`src/rtl/lsu_mem_master_if.sv`:
```
// Bundles the pipeline request/response channel and the data-memory bus of lsu_mem_master.
// Request side: a transfer happens when req_valid & req_ready; response and mem_gnt/mem_rvalid are single-cycle pulses.
interface lsu_mem_master_if;
    logic        req_valid;
    logic        req_ready;
    logic        req_we;
    logic [1:0]  req_size;
    logic        req_unsigned;
    logic [31:0] req_addr;
    logic [31:0] req_wdata;
    logic        resp_valid;
    logic [31:0] resp_rdata;
    logic        resp_err;
    logic        busy;
    logic        mem_req;
    logic        mem_we;
    logic [31:0] mem_addr;
    logic [3:0]  mem_be;
    logic [31:0] mem_wdata;
    logic        mem_gnt;
    logic        mem_rvalid;
    logic [31:0] mem_rdata;
    logic [1:0]  dbg_state;

    modport master (
        input  req_valid, req_we, req_size, req_unsigned, req_addr, req_wdata,
        input  mem_gnt, mem_rvalid, mem_rdata,
        output req_ready, resp_valid, resp_rdata, resp_err, busy,
        output mem_req, mem_we, mem_addr, mem_be, mem_wdata, dbg_state
    );

    modport slave (
        output req_valid, req_we, req_size, req_unsigned, req_addr, req_wdata,
        output mem_gnt, mem_rvalid, mem_rdata,
        input  req_ready, resp_valid, resp_rdata, resp_err, busy,
        input  mem_req, mem_we, mem_addr, mem_be, mem_wdata, dbg_state
    );
endinterface

```
`src/rtl/lsu_mem_master.sv`:
```
// Single-outstanding load/store initiator with lane steering, load extension and read-data watchdog.
// Optional alignment checking is enabled by defining LSU_MISALIGN_CHK_EN.
module lsu_mem_master #(
    parameter int MEM_DEPTH   = 1024,
    parameter int TIMEOUT_CYC = 16
) (
    input  logic             clk,
    input  logic             rst,
    lsu_mem_master_if.master bus
);
    localparam int CW = (TIMEOUT_CYC > 2) ? $clog2(TIMEOUT_CYC) : 1;
    localparam logic [CW-1:0] CNT_LAST = CW'(TIMEOUT_CYC - 1);

    typedef enum logic [1:0] {S_IDLE, S_REQ, S_WAIT, S_RESP} state_e;

    state_e        state_q, state_d;
    logic          we_q, we_d;
    logic [1:0]    size_q, size_d;
    logic          uns_q, uns_d;
    logic [1:0]    off_q, off_d;
    logic [31:0]   addr_q, addr_d;
    logic [3:0]    be_q, be_d;
    logic [31:0]   wdata_q, wdata_d;
    logic [CW-1:0] cnt_q, cnt_d;
    logic [31:0]   rdata_q, rdata_d;
    logic          err_q, err_d;

    logic          accept;
    logic          illegal;
    logic [3:0]    lane_be;
    logic [31:0]   lane_wdata;
    logic [31:0]   shifted;
    logic [31:0]   load_data;

    assign accept = bus.req_valid & bus.req_ready;

    always_comb begin
        lane_be    = 4'b1111;
        lane_wdata = bus.req_wdata;
        case (bus.req_size)
            2'b00: begin
                lane_be    = 4'b0001 << bus.req_addr[1:0];
                lane_wdata = {4{bus.req_wdata[7:0]}};
            end
            2'b01: begin
                lane_be    = bus.req_addr[1] ? 4'b1100 : 4'b0011;
                lane_wdata = {2{bus.req_wdata[15:0]}};
            end
            default: ;
        endcase
        illegal = (bus.req_size == 2'b11) ||
                  ({2'b00, bus.req_addr[31:2]} >= 32'(MEM_DEPTH));
`ifdef LSU_MISALIGN_CHK_EN
        illegal = illegal ||
                  ((bus.req_size == 2'b01) && bus.req_addr[0]) ||
                  ((bus.req_size == 2'b10) && (bus.req_addr[1:0] != 2'b00));
`endif
    end

    // Load data is extracted from the live bus word using the offset captured at accept.
    always_comb begin
        shifted   = bus.mem_rdata;
        load_data = bus.mem_rdata;
        case (size_q)
            2'b00: begin
                shifted   = bus.mem_rdata >> {off_q, 3'b000};
                load_data = {{24{~uns_q & shifted[7]}}, shifted[7:0]};
            end
            2'b01: begin
                shifted   = bus.mem_rdata >> {off_q[1], 4'b0000};
                load_data = {{16{~uns_q & shifted[15]}}, shifted[15:0]};
            end
            default: ;
        endcase
    end

    always_comb begin
        state_d = state_q;
        we_d    = we_q;
        size_d  = size_q;
        uns_d   = uns_q;
        off_d   = off_q;
        addr_d  = addr_q;
        be_d    = be_q;
        wdata_d = wdata_q;
        cnt_d   = cnt_q;
        rdata_d = rdata_q;
        err_d   = err_q;
        case (state_q)
            S_IDLE: begin
                if (accept) begin
                    we_d    = bus.req_we;
                    size_d  = bus.req_size;
                    uns_d   = bus.req_unsigned;
                    off_d   = bus.req_addr[1:0];
                    addr_d  = {2'b00, bus.req_addr[31:2]};
                    be_d    = lane_be;
                    wdata_d = lane_wdata;
                    rdata_d = '0;
                    err_d   = illegal;
                    state_d = illegal ? S_RESP : S_REQ;
                end
            end
            S_REQ: begin
                if (bus.mem_gnt) begin
                    cnt_d   = '0;
                    state_d = we_q ? S_RESP : S_WAIT;
                end
            end
            S_WAIT: begin
                cnt_d = cnt_q + 1'b1;
                // Data arriving on the watchdog's last cycle still wins.
                if (bus.mem_rvalid) begin
                    rdata_d = load_data;
                    err_d   = 1'b0;
                    state_d = S_RESP;
                end else if (cnt_q == CNT_LAST) begin
                    rdata_d = '0;
                    err_d   = 1'b1;
                    state_d = S_RESP;
                end
            end
            S_RESP:  state_d = S_IDLE;
            default: state_d = S_IDLE;
        endcase
    end

    always_ff @(posedge clk or negedge rst) begin
        if (!rst) begin
            state_q <= S_IDLE;
            we_q    <= 1'b0;
            size_q  <= 2'b00;
            uns_q   <= 1'b0;
            off_q   <= 2'b00;
            addr_q  <= '0;
            be_q    <= '0;
            wdata_q <= '0;
            cnt_q   <= '0;
            rdata_q <= '0;
            err_q   <= 1'b0;
        end else begin
            state_q <= state_d;
            we_q    <= we_d;
            size_q  <= size_d;
            uns_q   <= uns_d;
            off_q   <= off_d;
            addr_q  <= addr_d;
            be_q    <= be_d;
            wdata_q <= wdata_d;
            cnt_q   <= cnt_d;
            rdata_q <= rdata_d;
            err_q   <= err_d;
        end
    end

    assign bus.req_ready  = rst & (state_q == S_IDLE);
    assign bus.busy       = (state_q != S_IDLE);
    assign bus.mem_req    = (state_q == S_REQ);
    assign bus.mem_we     = we_q;
    assign bus.mem_addr   = addr_q;
    assign bus.mem_be     = be_q;
    assign bus.mem_wdata  = wdata_q;
    assign bus.resp_valid = (state_q == S_RESP);
    assign bus.resp_rdata = rdata_q;
    assign bus.resp_err   = err_q;
    assign bus.dbg_state  = state_q;
endmodule
```
`src/flat_wrapper.sv`:
```
// flat-port wrapper written by rule: the top's interface ports become plain ports
module lsu_mem_master_flat 
#(
    parameter int MEM_DEPTH   = 1024,
    parameter int TIMEOUT_CYC = 16
)
  (clk, rst, bus_req_valid, bus_req_we, bus_req_size, bus_req_unsigned, bus_req_addr, bus_req_wdata, bus_mem_gnt, bus_mem_rvalid, bus_mem_rdata, bus_req_ready, bus_resp_valid, bus_resp_rdata, bus_resp_err, bus_busy, bus_mem_req, bus_mem_we, bus_mem_addr, bus_mem_be, bus_mem_wdata, bus_dbg_state);
  lsu_mem_master_if bus_i ();
  input  logic clk;
  input  logic rst;
  input wire logic [$bits(bus_i.req_valid)-1:0] bus_req_valid;
  input wire logic [$bits(bus_i.req_we)-1:0] bus_req_we;
  input wire logic [$bits(bus_i.req_size)-1:0] bus_req_size;
  input wire logic [$bits(bus_i.req_unsigned)-1:0] bus_req_unsigned;
  input wire logic [$bits(bus_i.req_addr)-1:0] bus_req_addr;
  input wire logic [$bits(bus_i.req_wdata)-1:0] bus_req_wdata;
  input wire logic [$bits(bus_i.mem_gnt)-1:0] bus_mem_gnt;
  input wire logic [$bits(bus_i.mem_rvalid)-1:0] bus_mem_rvalid;
  input wire logic [$bits(bus_i.mem_rdata)-1:0] bus_mem_rdata;
  output wire logic [$bits(bus_i.req_ready)-1:0] bus_req_ready;
  output wire logic [$bits(bus_i.resp_valid)-1:0] bus_resp_valid;
  output wire logic [$bits(bus_i.resp_rdata)-1:0] bus_resp_rdata;
  output wire logic [$bits(bus_i.resp_err)-1:0] bus_resp_err;
  output wire logic [$bits(bus_i.busy)-1:0] bus_busy;
  output wire logic [$bits(bus_i.mem_req)-1:0] bus_mem_req;
  output wire logic [$bits(bus_i.mem_we)-1:0] bus_mem_we;
  output wire logic [$bits(bus_i.mem_addr)-1:0] bus_mem_addr;
  output wire logic [$bits(bus_i.mem_be)-1:0] bus_mem_be;
  output wire logic [$bits(bus_i.mem_wdata)-1:0] bus_mem_wdata;
  output wire logic [$bits(bus_i.dbg_state)-1:0] bus_dbg_state;
  assign bus_i.req_valid = bus_req_valid;
  assign bus_i.req_we = bus_req_we;
  assign bus_i.req_size = bus_req_size;
  assign bus_i.req_unsigned = bus_req_unsigned;
  assign bus_i.req_addr = bus_req_addr;
  assign bus_i.req_wdata = bus_req_wdata;
  assign bus_i.mem_gnt = bus_mem_gnt;
  assign bus_i.mem_rvalid = bus_mem_rvalid;
  assign bus_i.mem_rdata = bus_mem_rdata;
  assign bus_req_ready = bus_i.req_ready;
  assign bus_resp_valid = bus_i.resp_valid;
  assign bus_resp_rdata = bus_i.resp_rdata;
  assign bus_resp_err = bus_i.resp_err;
  assign bus_busy = bus_i.busy;
  assign bus_mem_req = bus_i.mem_req;
  assign bus_mem_we = bus_i.mem_we;
  assign bus_mem_addr = bus_i.mem_addr;
  assign bus_mem_be = bus_i.mem_be;
  assign bus_mem_wdata = bus_i.mem_wdata;
  assign bus_dbg_state = bus_i.dbg_state;
  lsu_mem_master #(.MEM_DEPTH(MEM_DEPTH), .TIMEOUT_CYC(TIMEOUT_CYC)) u_core (.clk(clk), .rst(rst), .bus(bus_i));
endmodule
```
`config.mk`:
```
export PLATFORM = sky130hd
export DESIGN_NAME = lsu_mem_master_flat
export DESIGN_NICKNAME = d
export VERILOG_FILES = /design/src/rtl/lsu_mem_master_if.sv /design/src/rtl/lsu_mem_master.sv /design/src/flat_wrapper.sv
export SDC_FILE = /design/constraint.sdc
export NUM_CORES = 1
export LEC_CHECK = 0
export BUFFER_PORTS_ARGS = -buffer_cell sky130_fd_sc_hd__buf_2
export CORE_UTILIZATION = 52
export CTS_BUF_LIST = sky130_fd_sc_hd__clkbuf_8 sky130_fd_sc_hd__clkbuf_16
export DETAILED_ROUTE_END_ITERATION = 16
export GPL_ROUTABILITY_DRIVEN = 0
export PLACE_DENSITY = 0.83
export SETUP_SLACK_MARGIN = 0.02
export SLEW_MARGIN = 10
export SYNTH_ARGS = -nofsm -noshare
export SYNTH_HDL_FRONTEND = slang
export SYNTH_SLANG_ARGS = --single-unit
```
`constraint.sdc`:
```
create_clock -name clk -period 3.8 [get_ports clk]
set_clock_uncertainty 0.2 [all_clocks]
set_input_delay 0.76 -clock clk [delete_from_list [all_inputs] [get_ports clk]]
set_output_delay 0.76 -clock clk [all_outputs]
set_load 0.02 [all_outputs]
```
# --- Word-level counts from Yosys, hierarchy flattened ---
# Cells that the tools add are included.
totals:
  reg_bits: 111
  inputBits: 105
op_classes:
  n_reduce_logical: 11
  n_addsub: 1
  n_eq_ne: 10
  muxes: 21
  shifts: 3
  order_cmp: 1
  bitwise: 5
ops:
  columns: ["op", "n"]
  rows:
  - ["$pmux W32 S2", 3]
  - ["$mux W32", 3]
  - ["$shr A32 B5 Y16", 1]
  - ["$shr A32 B5 Y8", 1]
  - ["$ge A30 B11 Y1 const B", 1]
  - ["$pmux W4 S2", 2]
  - ["$mux W2", 5]
  - ["$mux W4", 2]
  - ["$pmux W2 S4", 1]
  - ["$eq A2 B1 Y1 const B", 3]
  - ["$eq A2 B2 Y1 const B", 3]
  - ["$logic_not A2 Y1", 3]
  - ["$reduce_and A3 Y1", 2]
  - ["$reduce_bool A2 Y1", 3]
  - ["$add A4 B1 Y4 const B", 1]
  - ["$and A1 B1 Y1", 4]
  - ["$eq A4 B4 Y1 const B", 1]
  - ["$mux W1", 4]
  - ["$reduce_and A2 Y1", 2]
  - ["$shl A1 B2 Y4 const A", 1]
  - ["$ne A3 B2 Y1 const B", 1]
  - ["$ne A2 B1 Y1 const B", 1]
  - ["$ne A2 B2 Y1 const B", 1]
  - ["$pmux W1 S2", 1]
  - ["2 further kinds", 2]

# --- Depth between registers and ports, before layout ---
logic_depth:
  ltp_word: 5
  depth_mapped: 7
  depth_no_buf: 6

# --- Worst setup path before layout ---
# Ideal clock, no wire load.
synth_path:
  kind: "flip-flop to flip-flop"
  startpoint: "register u_core.state_q[0] (netlist: u_core.bus.dbg_state[0])"
  endpoint: "register u_core.addr_q[0] (netlist: u_core.bus.mem_addr[0])"
  slack_ns: 1.495
  path_stages_with_launch: 7
  arrival_ns: 1.980
  t_required_ns: 3.475
  n_path_buf: 2
  cell_sequence: "dfrtp_1 > inv_1 > ha_1 > nand3_1 > clkbuf_1 > clkbuf_1 > mux2_2"
synth_via:
  elab_chain_len: 4
synth_lines:
  columns: ["element", "line", "text"]
  rows:
  - ["start, declared", "lsu_mem_master.sv:16", "state_e state_q, state_d;"]
  - ["start signal, assigned", "lsu_mem_master.sv:142", "state_q <= state_d;"]
  - ["$logic_not A2 Y1 (*)", "lsu_mem_master.sv:89, lsu_mem_master.sv:156", null]
  - ["$and A1 B1 Y1", "lsu_mem_master.sv:156", "assign bus.req_ready = rst & (state_q == S_IDLE);"]
  - ["$and A1 B1 Y1", "lsu_mem_master.sv:35", "assign accept = bus.req_valid & bus.req_ready;"]
  - ["$reduce_and A2 Y1 (no line) (*)", null, null]
  - ["end signal, assigned", "lsu_mem_master.sv:147", "addr_q <= addr_d;"]
  - ["end, declared", "lsu_mem_master.sv:21", "logic [31:0] addr_q, addr_d;"]
# Mark *: on every way between the ends. The rest lies on a longest branch, timed or not.
# A chain may end at the register's enable or synchronous reset.

# --- Worst setup path in the final report ---
layout_path:
  startpoint: "register u_core.state_q[0] (netlist: u_core.bus.dbg_state[0])"
  endpoint: "register u_core.rdata_q[18] (netlist: u_core.bus.resp_rdata[18])"
layout_via:
  elab_chain_len: 5
layout_lines:
  columns: ["element", "line", "text"]
  rows:
  - ["$logic_not A2 Y1", "lsu_mem_master.sv:89, lsu_mem_master.sv:156", null]
  - ["$and A1 B1 Y1", "lsu_mem_master.sv:156", null]
  - ["$and A1 B1 Y1", "lsu_mem_master.sv:35", null]
  - ["$ne A2 B1 Y1 (no line)", null, null]
  - ["$reduce_and A3 Y1 (no line)", null, null]
  - ["end signal, assigned", "lsu_mem_master.sv:151", "rdata_q <= rdata_d;"]
  - ["end, declared", "lsu_mem_master.sv:25", "logic [31:0] rdata_q, rdata_d;"]
# Several ways; a longest one is shown, not always the timed one.

==> flow_summary.yaml <==
sta:
  tightest_slew_ps: 1000
  worst_hold_slack_ps: 78.0
  finalSetupViolations: 0
  setup_ws_ps: 1030
  fin_tns_setup_ps: 0
  min_period_ps: 2770
  timing.final.crit_share: 0.729
  rsz0062_at_grt: "no"
  timing.fmax_ghz: 0.361
  max-slew-margin-rel: 0.331
  slew_viol_final: 0
  hold_viol_final: 0
worst_setup_path:
  critPathSlowestCell: "o2bb2ai_2"
  path_class: "flop to flop"
  critPathMaxFanout: 24
  path_cells: "inv_1 > ha_1 > nand2b_1 > o2bb2ai_2 > buf_4 > a22oi_1 > nand2_1"
  cp-start-kind: "flop"
  max_stage_delay_ps: 790
  end_kind: "flop"
  worstPathArrival_ps: 2870
  crit_required_ps: 3900
cts:
  h-tree-depth: 3
  cts_buffer_depth: 2
  post_cts_buffers: 0
  cts_buffers: 9
  cts_resized: 0
  clk_latency_ps: 370
  root_buffer: "clkbuf_8"
  cts_tree: "done"
  ctsHoldBuffers: 0
  clk_transition_reported_paths_ps: 100
  cts.sinks: 111
floorplan:
  ioPinCount: 213
  row_count: 36
  dieWidth_um: 102
  die-area_mm2: 0.0105
  core-area_mm2: 0.00977
  start_util: 0.535
  chipHeight_um: 102
global_routing:
  antenna_found_initial: 0
  grt_max_degree: 103
  grt_pass1_wl_um: 21600
  gr-total-overflow: 0
  grt_pass1_vias: 4556
  track_usage: 0.268
routing:
  top_layer: "met4"
  first_iter_violations: 158
  routed_wl_um: 13700
  drtAntennaViolNets: 0
  vias_per_cell: 5.46
  wl_met1_um: 5500
  route.vias.total: 4541
  wl_met3_um: 1070
  remaining_drc_errors: 0
  routedWlPerCell_um: 16.5
  first_pass_iters: 4
  wl_met2_um: 6840
worst_hold_path:
  hp-class: "primary input to asynchronous set/reset pin"
status:
  status: "finished, final reports clean"
cells_and_area:
  fin_cells: 831
  finish.utilization: 0.669
  synthToLayoutAreaGrowth_pct: 25.0
  final_net_count: 805
  finalInstanceArea_mm2: 0.00654
  drive_above_1_share: 0.412
synth:
  ys_seq_area_frac: 0.531
  ys_warn_count: 0
  synth_area_leader_cell: "dfrtp_1"
  ys_ff_latch: 111
  yosysTopAreaCellShare: 0.531
  synth_area_leaders: "dfrtp_1, mux2_2, o21ai_0"
  synth_edf_count: 0
  async_flop_share: 1.00
  syn_avg_cell_area_um2: 10.5
  synth.most_common_cell: "dfrtp_1"
  synth_area_mm2: 0.00523
  synth_common_cells: "dfrtp_1, nand2_1, o21ai_0, mux2_2, mux2i_1"
  synth-main-ff-cell: "dfrtp_1"
  synthDistinctLibCells: 46
  synth_cells: 497
place:
  place_ws_ps: 1050
  place_inst: 816
  dp_hpwl_um: 10500
  placed_area_mm2: 0.00638
  port_buffers: 210
power_and_ir_drop:
  power_density_mw_per_mm2: 809
  switching_share: 0.443
  p_int_mw: 2.95
  pwr-share-seq: 0.394
  clkPwrFrac: 0.115
  p_total_mw: 5.29
  p_sw_mw: 2.35
  comb_power_share: 0.491
  peakVddDrop_uv: 431
  cellLeakagePower_nw: 3.37
job:
  cap_violations: 0
## worst max-delay path: cells and delay by family, from the launching register on
kind | cells | cell delay (ps)
buffers and inverters | 2 | 460
adders and majority gates | 1 | 450
AOI/OAI and AO/OA | 2 | 900
DFF | 1 | 420
and+or+nand+nor | 2 | 260
## sequential cells by signal, summed over array words and instances (netlist names), 2 cells and up
register	cells
u_core.bus.mem_wdata	32
u_core.bus.resp_rdata	32
u_core.bus.mem_addr	30
u_core.bus.mem_be	4
u_core.cnt_q	4
u_core.bus.dbg_state	2
u_core.off_q	2
u_core.size_q	2
## logic make-up after synthesis
| group | synth area share |
|---|---|
| other | 0.000717 |
| xor gates and xnor gates | 0.00167 |
| DFF | 0.531 |
| and+or+nand+nor | 0.103 |
| muxes | 0.159 |
| AOI/OAI and AO/OA | 0.156 |
| buffers and inverters | 0.0339 |
| adders and majority gates | 0.0143 |
## final cells by class
type / instances / area (um2)
repair buffers: 217 / 1110
clock buffers: 9 / 124
diodes: 1 / 2.50
fillers: 828 / 3230
clock inverters: 5 / 28.8
flip-flops and latches: 111 / 2780
multi-input cells: 346 / 2300
well taps: 133 / 166
inverters: 9 / 33.8
## placed cells by master, fill, tap and decap left out, types with 2 or more instances in the layout
| master | synthesis | final |
|---|---|---|
| nand3_1 | 4 | 3 |
| buf_4 | 2 | 8 |
| nor2b_1 | 3 | 3 |
| nor4_1 | 5 | 5 |
| a21oi_1 | 24 | 24 |
| clkinvlp_4 | 0 | 2 |
| or2_2 | 2 | 2 |
| o311ai_0 | 2 | 2 |
| mux2i_1 | 27 | 27 |
| mux2_2 | 50 | 50 |
| ha_1 | 6 | 6 |
| nor3_1 | 9 | 9 |
| o21a_1 | 15 | 15 |
| dfrtp_1 | 111 | 111 |
| a22oi_1 | 16 | 16 |
| nand2b_1 | 4 | 4 |
| or3_1 | 2 | 2 |
| inv_1 | 8 | 9 |
| nor2_1 | 21 | 21 |
| clkinv_2 | 0 | 2 |
| o31ai_1 | 2 | 2 |
| buf_2 | 1 | 209 |
| clkbuf_8 | 0 | 9 |
| o21ai_0 | 65 | 65 |
| conb_1 | 1 | 2 |
| nand2_1 | 68 | 68 |
## final timing paths
kind | from | end | slack [ps] | cells after the start
worst min register to register | u_core.bus.mem_wdata[23] | u_core.bus.mem_wdata[23] | 280 | 2
worst min-delay path | rst | u_core.bus.mem_addr[8] | 80 | 1
worst max register to register | u_core.bus.dbg_state[0] | u_core.bus.resp_rdata[18] | 1030 | 7
worst max-delay path | u_core.bus.dbg_state[0] | u_core.bus.resp_rdata[18] | 1030 | 7
min in group clk | u_core.bus.mem_wdata[23] | u_core.bus.mem_wdata[23] | 280 | 2
max in group asynchronous | rst | u_core.bus.resp_rdata[31] | 2180 | 2
## per-layer routing
layer  up-vias  track usage
li1       2143            -
met1      2150        0.329
met2       219        0.451
met3        29       0.0684
met4         0        0.113
met5         -            0
## power by group through the flow
stage / Clock, mW / Sequential, mW / Combinational, mW
2_1_floorplan: 0 / 2.62 / 1.18
3_3_place_gp: 0 / 2.06 / 2.54
3_5_place_dp: 0 / 2.10 / 2.62
4_1_cts: 0.621 / 2.09 / 2.63
5_1_grt: 0.663 / 2.16 / 2.85
6_report: 0.608 / 2.08 / 2.60
Note: power is estimated with default switching activity, not from simulation.
